==> src/rtl/twiddle_pkg.sv <==
// Shared definitions for the twiddle-factor sequencer and other FFT blocks:
// FSM encoding, quarter-wave cosine ROM builder and quadrant sign mapping.
package twiddle_pkg;

    typedef enum logic [1:0] {
        ST_IDLE = 2'd0,
        ST_RUN  = 2'd1,
        ST_WAIT = 2'd2,
        ST_DONE = 2'd3
    } tw_state_t;

    // Quadrant mapping result: which ROM port feeds the real part and the
    // sign applied to each component. The imaginary part always takes the
    // other port, so the mapping is independent of the data width.
    typedef struct packed {
        logic swap;    // 1: re from c[N/4-r], im from c[r]
        logic re_neg;
        logic im_neg;
    } qmap_t;

    localparam real TW_PI = 3.14159265358979323846;

    // round(2^q_frac * cos(2*pi*idx/2^n_log2)) for idx in 0..N/4.
    // Taylor series keeps this a pure constant function for elaboration.
    function automatic int rom_cos(input int n_log2, input int q_frac, input int idx);
        real x;
        real term;
        real sum;
        x    = 2.0 * TW_PI * real'(idx) / real'(1 << n_log2);
        term = 1.0;
        sum  = 1.0;
        for (int n = 1; n <= 16; n++) begin
            term = -term * x * x / real'((2 * n - 1) * (2 * n));
            sum  = sum + term;
        end
        sum = sum * real'(1 << q_frac);
        if (sum < 0.0) begin
            return -$rtoi(-sum + 0.5);
        end
        return $rtoi(sum + 0.5);
    endfunction

    // Quarter-wave symmetry for W_N^k = cos(2*pi*k/N) - j*sin(2*pi*k/N),
    // with optional conjugation for the inverse transform.
    function automatic qmap_t quad_map(input logic [1:0] q, input logic inv);
        qmap_t m;
        case (q)
            2'd0:    m = '{swap: 1'b0, re_neg: 1'b0, im_neg: 1'b1};
            2'd1:    m = '{swap: 1'b1, re_neg: 1'b1, im_neg: 1'b1};
            2'd2:    m = '{swap: 1'b0, re_neg: 1'b1, im_neg: 1'b0};
            default: m = '{swap: 1'b1, re_neg: 1'b0, im_neg: 1'b0};
        endcase
        if (inv) begin
            m.im_neg = ~m.im_neg;
        end
        return m;
    endfunction

endpackage

==> src/rtl/twiddle_qrom.sv <==
// Registered quarter-wave cosine ROM with two read ports (r and N/4-r).
module twiddle_qrom
    import twiddle_pkg::*;
#(
    parameter int N_LOG2  = 4,
    parameter int W_WIDTH = 16,
    parameter int Q_FRAC  = 14
) (
    input  logic                      clk,
    input  logic                      en,
    input  logic [N_LOG2-2:0]         addr_a,
    input  logic [N_LOG2-2:0]         addr_b,
    output logic signed [W_WIDTH-1:0] data_a,
    output logic signed [W_WIDTH-1:0] data_b
);
    localparam int QN = 1 << (N_LOG2 - 2);

    logic signed [W_WIDTH-1:0] rom [0:QN];

    for (genvar gi = 0; gi <= QN; gi++) begin : g_rom
        localparam int CV = rom_cos(N_LOG2, Q_FRAC, gi);
        assign rom[gi] = CV[W_WIDTH-1:0];
    end

    // Both reads advance only when the output pipeline is enabled.
    always_ff @(posedge clk) begin
        if (en) begin
            data_a <= rom[addr_a];
            data_b <= rom[addr_b];
        end
    end

endmodule

==> src/rtl/twiddle_seq.sv <==
// Sequenced twiddle-factor generator: streams W_N^(i*stride mod N) for
// i = 0..count-1 through a two-stage pipeline with valid/ready backpressure.
module twiddle_seq
    import twiddle_pkg::*;
#(
    parameter int N_LOG2  = 4,
    parameter int W_WIDTH = 16,
    parameter int Q_FRAC  = 14
) (
    input  logic                      clk,
    input  logic                      rst_n,
    input  logic                      start,
    input  logic [N_LOG2-1:0]         stride,
    input  logic [N_LOG2:0]           count,
    input  logic                      inv,
    output logic                      busy,
    output logic                      out_valid,
    input  logic                      out_ready,
    output logic signed [W_WIDTH-1:0] out_re,
    output logic signed [W_WIDTH-1:0] out_im,
    output logic                      out_last,
    output logic                      done
);
    localparam int AW = N_LOG2 - 1;
    localparam int CW = N_LOG2 + 1;
    localparam int QN = 1 << (N_LOG2 - 2);
    localparam logic [AW-1:0] R_MASK = AW'(QN - 1);
    localparam logic [AW-1:0] QN_A   = AW'(QN);
    localparam logic [CW-1:0] ONE_C  = CW'(1);

    tw_state_t state, state_nx;

    logic [N_LOG2-1:0] stride_l;
    logic [CW-1:0]     count_l;
    logic              inv_l;
    logic [N_LOG2-1:0] k;
    logic [CW-1:0]     cnt;

    logic              en;
    logic              issue;
    logic              issue_last;
    logic [AW-1:0]     r_k;

    logic [1:0]        q_p1, q_p2;
    logic [AW-1:0]     r_p1;
    logic              last_p1, last_p2;
    logic              vld_p1, vld_p2;

    logic signed [W_WIDTH-1:0] c_r, c_nr;
    logic signed [W_WIDTH-1:0] re_mag, im_mag;
    qmap_t                     qm;

    assign en         = !vld_p2 || out_ready;
    assign issue      = (state == ST_RUN) && en;
    assign issue_last = issue && (cnt == count_l - ONE_C);
    assign r_k        = k[AW-1:0] & R_MASK;
    assign out_valid  = vld_p2;

    // State register.
    always_ff @(posedge clk) begin
        if (!rst_n) begin
            state <= ST_IDLE;
        end else begin
            state <= state_nx;
        end
    end

    // Next-state logic plus busy/done decode.
    always_comb begin
        state_nx = state;
        busy     = 1'b1;
        done     = 1'b0;
        case (state)
            ST_IDLE: begin
                busy = 1'b0;
                if (start) begin
                    state_nx = (count == '0) ? ST_DONE : ST_RUN;
                end
            end
            ST_RUN: begin
                if (issue_last) begin
                    state_nx = ST_WAIT;
                end
            end
            ST_WAIT: begin
                if (vld_p2 && out_ready && last_p2) begin
                    state_nx = ST_DONE;
                end
            end
            ST_DONE: begin
                done     = 1'b1;
                state_nx = ST_IDLE;
            end
            default: state_nx = ST_IDLE;
        endcase
    end

    // Command latch, exponent/issue counters and pipeline valids.
    always_ff @(posedge clk) begin
        if (!rst_n) begin
            stride_l <= '0;
            count_l  <= '0;
            inv_l    <= 1'b0;
            k        <= '0;
            cnt      <= '0;
            vld_p1   <= 1'b0;
            vld_p2   <= 1'b0;
        end else begin
            if (state == ST_IDLE && start) begin
                stride_l <= stride;
                count_l  <= count;
                inv_l    <= inv;
                k        <= '0;
                cnt      <= '0;
            end else if (issue) begin
                k   <= k + stride_l;
                cnt <= cnt + ONE_C;
            end
            if (en) begin
                vld_p1 <= issue;
                vld_p2 <= vld_p1;
            end
        end
    end

    // ---- S1: quadrant, ROM offset and last tag ----
    always_ff @(posedge clk) begin
        if (en) begin
            q_p1    <= k[N_LOG2-1 -: 2];
            r_p1    <= r_k;
            last_p1 <= issue_last;
            q_p2    <= q_p1;
            last_p2 <= last_p1;
        end
    end

    // ---- S2: registered ROM reads for c[r] and c[N/4-r] ----
    twiddle_qrom #(
        .N_LOG2  (N_LOG2),
        .W_WIDTH (W_WIDTH),
        .Q_FRAC  (Q_FRAC)
    ) u_qrom (
        .clk    (clk),
        .en     (en),
        .addr_a (r_p1),
        .addr_b (QN_A - r_p1),
        .data_a (c_r),
        .data_b (c_nr)
    );

    // Sign mapping on the S2 ROM outputs; outputs read zero when no beat is held.
    always_comb begin
        qm       = quad_map(q_p2, inv_l);
        re_mag   = qm.swap ? c_nr : c_r;
        im_mag   = qm.swap ? c_r : c_nr;
        out_re   = '0;
        out_im   = '0;
        out_last = 1'b0;
        if (vld_p2) begin
            out_re   = qm.re_neg ? -re_mag : re_mag;
            out_im   = qm.im_neg ? -im_mag : im_mag;
            out_last = last_p2;
        end
    end

endmodule

==> config.mk <==
export PLATFORM = sky130hd
export DESIGN_NAME = twiddle_seq
export DESIGN_NICKNAME = d
export VERILOG_FILES = /design/src/rtl/twiddle_pkg.sv /design/src/rtl/twiddle_qrom.sv /design/src/rtl/twiddle_seq.sv
export SDC_FILE = /design/constraint.sdc
export NUM_CORES = 1
export LEC_CHECK = 0
export ABC_AREA = 1
export CAP_MARGIN = 20
export CELL_PAD_IN_SITES_DETAIL_PLACEMENT = 0
export CELL_PAD_IN_SITES_GLOBAL_PLACEMENT = 1
export CORE_MARGIN = 3
export CORE_UTILIZATION = 37
export CTS_BUF_LIST = sky130_fd_sc_hd__clkbuf_4 sky130_fd_sc_hd__clkbuf_8
export CTS_CLUSTER_DIAMETER = 30
export DETAILED_ROUTE_END_ITERATION = 6
export PLACE_DENSITY_LB_ADDON = 0.1
export SLEW_MARGIN = 25
export SYNTH_ARGS = -nofsm -noshare
export SYNTH_HDL_FRONTEND = slang
export SYNTH_SLANG_ARGS = --single-unit
==> constraint.sdc <==
create_clock -name clk -period 2.1 [get_ports clk]
set_input_delay 0.21 -clock clk [delete_from_list [all_inputs] [get_ports clk]]
set_output_delay 0.21 -clock clk [all_outputs]
set_load 0.005 [all_outputs]
* Word level (Yosys, flattened, before mapping)
Memories as Yosys holds them, arrays and structs flattened. A register that Yosys moved wholly into a read port is not among the register bits.
Cells that the tools add are included.
** Word-level totals
- Bits in registers :: 31
- ROM bits :: 256
- Input bits :: 14
- Word-level logic and storage cells :: 62
- Memories kept :: 2
** Operators by class
- Add/subtract/negate cells :: 6
- Equal/unequal tests :: 9
- Mux-type cells :: 16
- Bitwise operators :: 4
- Reductions and logical operators :: 12
** Memories
- (no name shown) :: words 8, bits a word 16, read ports 1, clocked after Yosys merged registers in 1, write ports 0, line twiddle_qrom.sv:28 : data_a <= rom[addr_a];
- (no name shown) :: words 8, bits a word 16, read ports 1, clocked after Yosys merged registers in 1, write ports 0, line twiddle_qrom.sv:29 : data_b <= rom[addr_b];
** Operators by type and width (count)
- $mux 16 :: 6
- $neg 16->16 :: 2
- $pmux 3 s3 :: 1
- $mux 2 :: 4
- $pmux 2 s4 :: 1
- $eq 2x2->1 const B :: 3
- $ne 2x2->1 const B :: 3
- $add 5x1->5 const B :: 1
- $eq 5x5->1 :: 1
- $logic_and 1x1->1 :: 5
- $logic_not 5->1 :: 1
- $sub 5x1->5 const B :: 1
- $add 4x4->4 :: 1
- $eq 2x1->1 const B :: 2
- $logic_not 2->1 :: 2
- $mux 1 :: 4
- $not 2->4 :: 1
- $not 3->4 :: 1
- $reduce_and 3->1 :: 1
- $sub 3x2->3 const A :: 1
- $not 1->1 :: 2
- $reduce_or 2->1 :: 1
- $logic_not 1->1 :: 1
- $logic_or 1x1->1 :: 1

* Logic depth before layout (Yosys ltp)
- Depth in word-level cells :: 6
- Depth in mapped cells :: 14
- Depth with buffers taken out :: 14

* Hierarchy
Synthesis repeated with hierarchy kept, for this count alone.
** Unflattened totals
- Cell total of the unflattened synthesis :: 590
- Area, all modules :: 3837.4 µm²
** Modules (own cells, without submodules)
- twiddle_seq :: instances 1, cells each 526, area each 3094.2 µm², sequential area each 700.7 µm²
- twiddle_qrom :: instances 1, cells each 64, area each 743.2 µm², sequential area each 480.5 µm²

* Least setup slack after synthesis
OpenSTA, ideal clock, no wires.
- Path type :: reg-to-output
- Start point :: register q_p2[0]
- End point :: output out_re[10]
- Data arrival time :: 1.963 ns
- Required time :: 1.890 ns
- Slack :: -0.073 ns
- Cell stages (with the launch flop) :: 13
- Path buffers :: 1
- Path through :: edfxtp_1 -> ha_1 -> nor2_4 -> buf_6 -> nand2_1 -> o21ai_2 -> ha_1 -> nand3_2 -> nor2_4 -> nand3_1 -> nand3_1 -> nand2_1 -> nor2_1
** Between the ends
- Word-level cells in the longest chain between the ends :: 6
** Ends and longest elaborated chain
- start, declared :: line twiddle_seq.sv:44 : logic [1:0] q_p1, q_p2;
- start signal, assigned :: line twiddle_seq.sv:132 : q_p2 <= q_p1;
- $eq 2x2->1 (tied with other cells) :: line twiddle_pkg.sv:47 : case (q)
- $pmux 3 s3 * :: line twiddle_pkg.sv:47
- $mux 16 :: line twiddle_seq.sv:154 : re_mag = qm.swap ? c_nr : c_r;
- $neg 16->16 :: line twiddle_seq.sv:160 : out_re = qm.re_neg ? -re_mag : re_mag;
- $mux 16 * :: line twiddle_seq.sv:160
- $mux 16 * :: line twiddle_seq.sv:159 : if (vld_p2) begin
- end, declared :: line twiddle_seq.sv:19 : output logic signed [W_WIDTH-1:0] out_re,
Every way passes the cells marked *; elsewhere a longest branch is shown, timed or not.

* Final worst setup path
- Start point :: register q_p2[0]
- End point :: output out_im[14]
** Between the ends
- Word-level cells in the longest chain between the ends :: 6
** Ends and longest elaborated chain
- $eq 2x2->1 (tied with other cells) :: line twiddle_pkg.sv:47
- $pmux 3 s3 * :: line twiddle_pkg.sv:47
- $mux 16 or $not 1->1 (tied branches) :: line twiddle_seq.sv:155, twiddle_pkg.sv:54
- $neg 16->16 or $mux 1 (tied branches) :: line twiddle_seq.sv:161, twiddle_pkg.sv:53
- $mux 16 * :: line twiddle_seq.sv:161 : out_im = qm.im_neg ? -im_mag : im_mag;
- $mux 16 * :: line twiddle_seq.sv:159
- end, declared :: line twiddle_seq.sv:20 : output logic signed [W_WIDTH-1:0] out_im,
Marks and branches as above.

==> run metrics <==
CTS max path bufs 2; Via-to-Cell Ratio 4.67; Sink Count 47; drt pass-1 iters 4; Final Cycle Share 125%; Residual DRC 0; register bit total from synthesis 47; die height 99.1 microns; VDD IR max 0.497 mV; initial antenna violation count 0; Final Hold Viols 0; multiplexer share of the synthesized area 0%; worst skew pair latency 290 ps; proportion of synthesized chip area in sequential cells 36.9%; CTS H-tree lvls 2; row cnt 33; adder-cell share of the synthesized area 9.22%; failing checks negative setup slack; xor/xnor share of the synthesized area 1.37%; Slew Limit Fails 0; Syn Area/Cell 7.47 sq um; share of layout cells above drive strength 1 41.9%; crit path DAT 2420 ps; final core utilization 59.9%; Synth Cell Area 3200 sq um; PortBufs 49; GPL Wtd Cong 0.884; Synth Area in Simple Gates 26.7%; post-route total power 7000 uW; P per Cell Area 1410 nW/um^2; leakage power figure 0.00225 uW; Hold WC Path Type flip-flop to flip-flop; Post-Place Cells 617; Clock Root Buffer clkbuf_8; Startpoint Class flip-flop; Fin Clk Skew 6.73 ps; post-DP HPWL 5610 microns; WL/cell 11.9 microns; fmax 0.380 GHz; Mapped Nets 466; CP Data Required Time 1890 ps; initial core utilization 38.6%; Syn. warnings 0; setup TNS -10360 ps; Syn Inst Count 429; ANT cells 0; Yosys cell types 36; gr usage total 16.1%; min cycle time layout 2630 ps; Worst slew margin 66.7%; hold buffer count at CTS 0; status complete, but fails checks; critical path fanouts, max 7; fin cells 666; unrepaired setup endpoints after global routing yes; compound-gate portion of the synthesized area 14.3%; first-pass GRT wire length 13200 microns; Fillers 755; fin worst setup slack -531 ps; Num CTS Buffers 5; Synth-to-Final Area Change 55.2%; CTS tree built; gr ovfl total 0; antenna viol nets, final 0; vias in the first global route 3080; core area 8300 sq um; die footprint 9810 sq um; largest family of logic cells by synthesized area simple AND/OR/NAND/NOR gates; Vias 3112; I/O pin count 50; # Max-Cap Violations 0; critical path endpoint category output pin; initial DRC count 36; Post-layout nets 597; CP Class flip-flop to output pin; Worst Tran Pin Value 494 ps; Final setup viols 32; final WL 7960 microns; CTS clock-pin slew for the worst setup and hold paths 80 ps; largest net degree at the start of global routing 24; Die Span X 99.1 microns
[per-layer routing]
layer | global-route usage (%) | vias up | wire [microns]
met1 | 18.2 | 1418 | 3280
li1 | - | 1632 | -
met3 | 1.91 | 15 | 230
met5 | 0 | - | 0
met4 | 6.30 | 0 | 215
met2 | 30.3 | 47 | 4230
[cell families after synthesis]
kind of cell,after synthesis
XOR/XNOR,5
flip-flops,47
AND/OR/NAND/NOR,193
AO/OA/AOI/OAI,77
adder cells (fa/ha/maj),23
buffers and inverters,84
[critical path: stages, from the launching register on]
cell and delay (ps):
edfxtp_1 490, ha_4 230, nor2_4 120, buf_12 140, nor2_4 40, a21oi_4 190
buf_6 140, nand2_4 60, nor2_4 150, nand3_2 120, buf_6 140, nand3_2 40
nand2_1 50, nor2_1 90, buf_2 110
[placed cells by master, fill, tap and decap left out, types with 2 or more instances in the layout]
cell | synthesis | routed
o21ai_1 | 7 | 5
o21ai_2 | 8 | 8
nand3_1 | 20 | 14
a21oi_1 | 35 | 24
inv_1 | 62 | 55
clkdlybuf4s50_1 | 0 | 17
nand3_4 | 0 | 3
nand4_1 | 3 | 3
nand2_1 | 84 | 70
inv_2 | 6 | 11
nor2_1 | 63 | 48
a21oi_2 | 0 | 10
buf_12 | 1 | 2
nand2_2 | 2 | 11
edfxtp_1 | 24 | 24
ha_4 | 0 | 8
nor2_2 | 6 | 8
dfxtp_1 | 23 | 23
ha_1 | 22 | 14
inv_4 | 0 | 2
nand2_4 | 0 | 5
o21ai_4 | 0 | 6
clkbuf_8 | 0 | 5
buf_8 | 1 | 2
a21oi_4 | 2 | 3
nor2_4 | 3 | 17
a211oi_1 | 4 | 4
buf_6 | 1 | 32
buf_2 | 2 | 28
nor3_1 | 3 | 3
buf_4 | 5 | 56
nand3_2 | 5 | 8
o21ai_0 | 17 | 13
xnor2_1 | 2 | 2
xor2_1 | 3 | 3
[flip-flops by register name (all words and copies together) (netlist names)]
| signal | count |
|---|---|
| k | 4 |
| u_qrom.data_b | 8 |
| count_l | 5 |
| stride_l | 4 |
| state | 2 |
| vld_p1 | 1 |
| last_p1 | 1 |
| u_qrom.data_a | 8 |
| last_p2 | 1 |
| q_p2 | 2 |
| out_valid | 1 |
| r_p1 | 2 |
| cnt | 5 |
| inv_l | 1 |
| q_p1 | 2 |
[metrics by stage]
| step | cell area [sq um] | hold WS (ps) | worst slack, ps |
|---|---|---|---|
| 3_5_place_dp | 4120 | 406 | -575 |
| 6_report | 4970 | 425 | -531 |
| 5_1_grt | 4970 | 438 | -672 |
| 2_1_floorplan | 3230 | 348 | 4.41 |
| 3_3_place_gp | 4120 | 402 | -515 |
| 4_1_cts | 4780 | 428 | -528 |
[synth_stat cells (all sizes together)]
master	count	area [sq um]
nand2	86	328
nor2	72	308
inv	68	255
a21oi	37	208
o21ai	32	190
nand3	25	150
edfxtp	24	721
dfxtp	23	460
ha	22	275
buf	10	93.8
clkbuf	6	22.5
a211oi	4	30.0
nor3	4	25.0
nand4	3	18.8
xor2	3	26.3
or2	2	12.5
xnor2	2	17.5
a31oi	1	6.26
a32oi	1	8.76
fa	1	20.0
nor3b	1	12.5
o21bai	1	7.51
o31ai	1	7.51
[area by class of cell]
cell class                      count  area (sq um)  area share, %
Tap cell                          105           131           2.64
Sequential cell                    47          1180           23.8
Inverter                           68           260           5.23
Multi-Input combinational cell    299          2130           42.9
Clock inverter                      2          12.5          0.252
Clock buffer                        6          76.3           1.53
Timing Repair Buffer              139          1180           23.7
[path summary, 6_finish.rpt]
| check | from | to | slack, ps | cells past startpoint |
|---|---|---|---|---|
| worst max-delay path | q_p2[0] | out_im[14] | -530 | 14 |
| worst min register to register | last_p1 | last_p2 | 430 | 0 |
| worst max register to register | out_valid | cnt[1] | 480 | 7 |
| worst min-delay path | last_p1 | last_p2 | 430 | 0 |
[where the power goes]
| group | switching [uW] | internal [uW] |
|---|---|---|
| Combinational | 2580 | 2510 |
| Clock | 289 | 246 |
| Sequential | 165 | 1210 |
| Total | 3030 | 3970 |
[what timing repair did]
action                     CTS  global route
buffers inserted            35             9
resized for setup          222            50
setup endpoints to repair   32            32
pin swaps                   47            32
cloned                       2             0
Power figures use the tool's default switching activity.
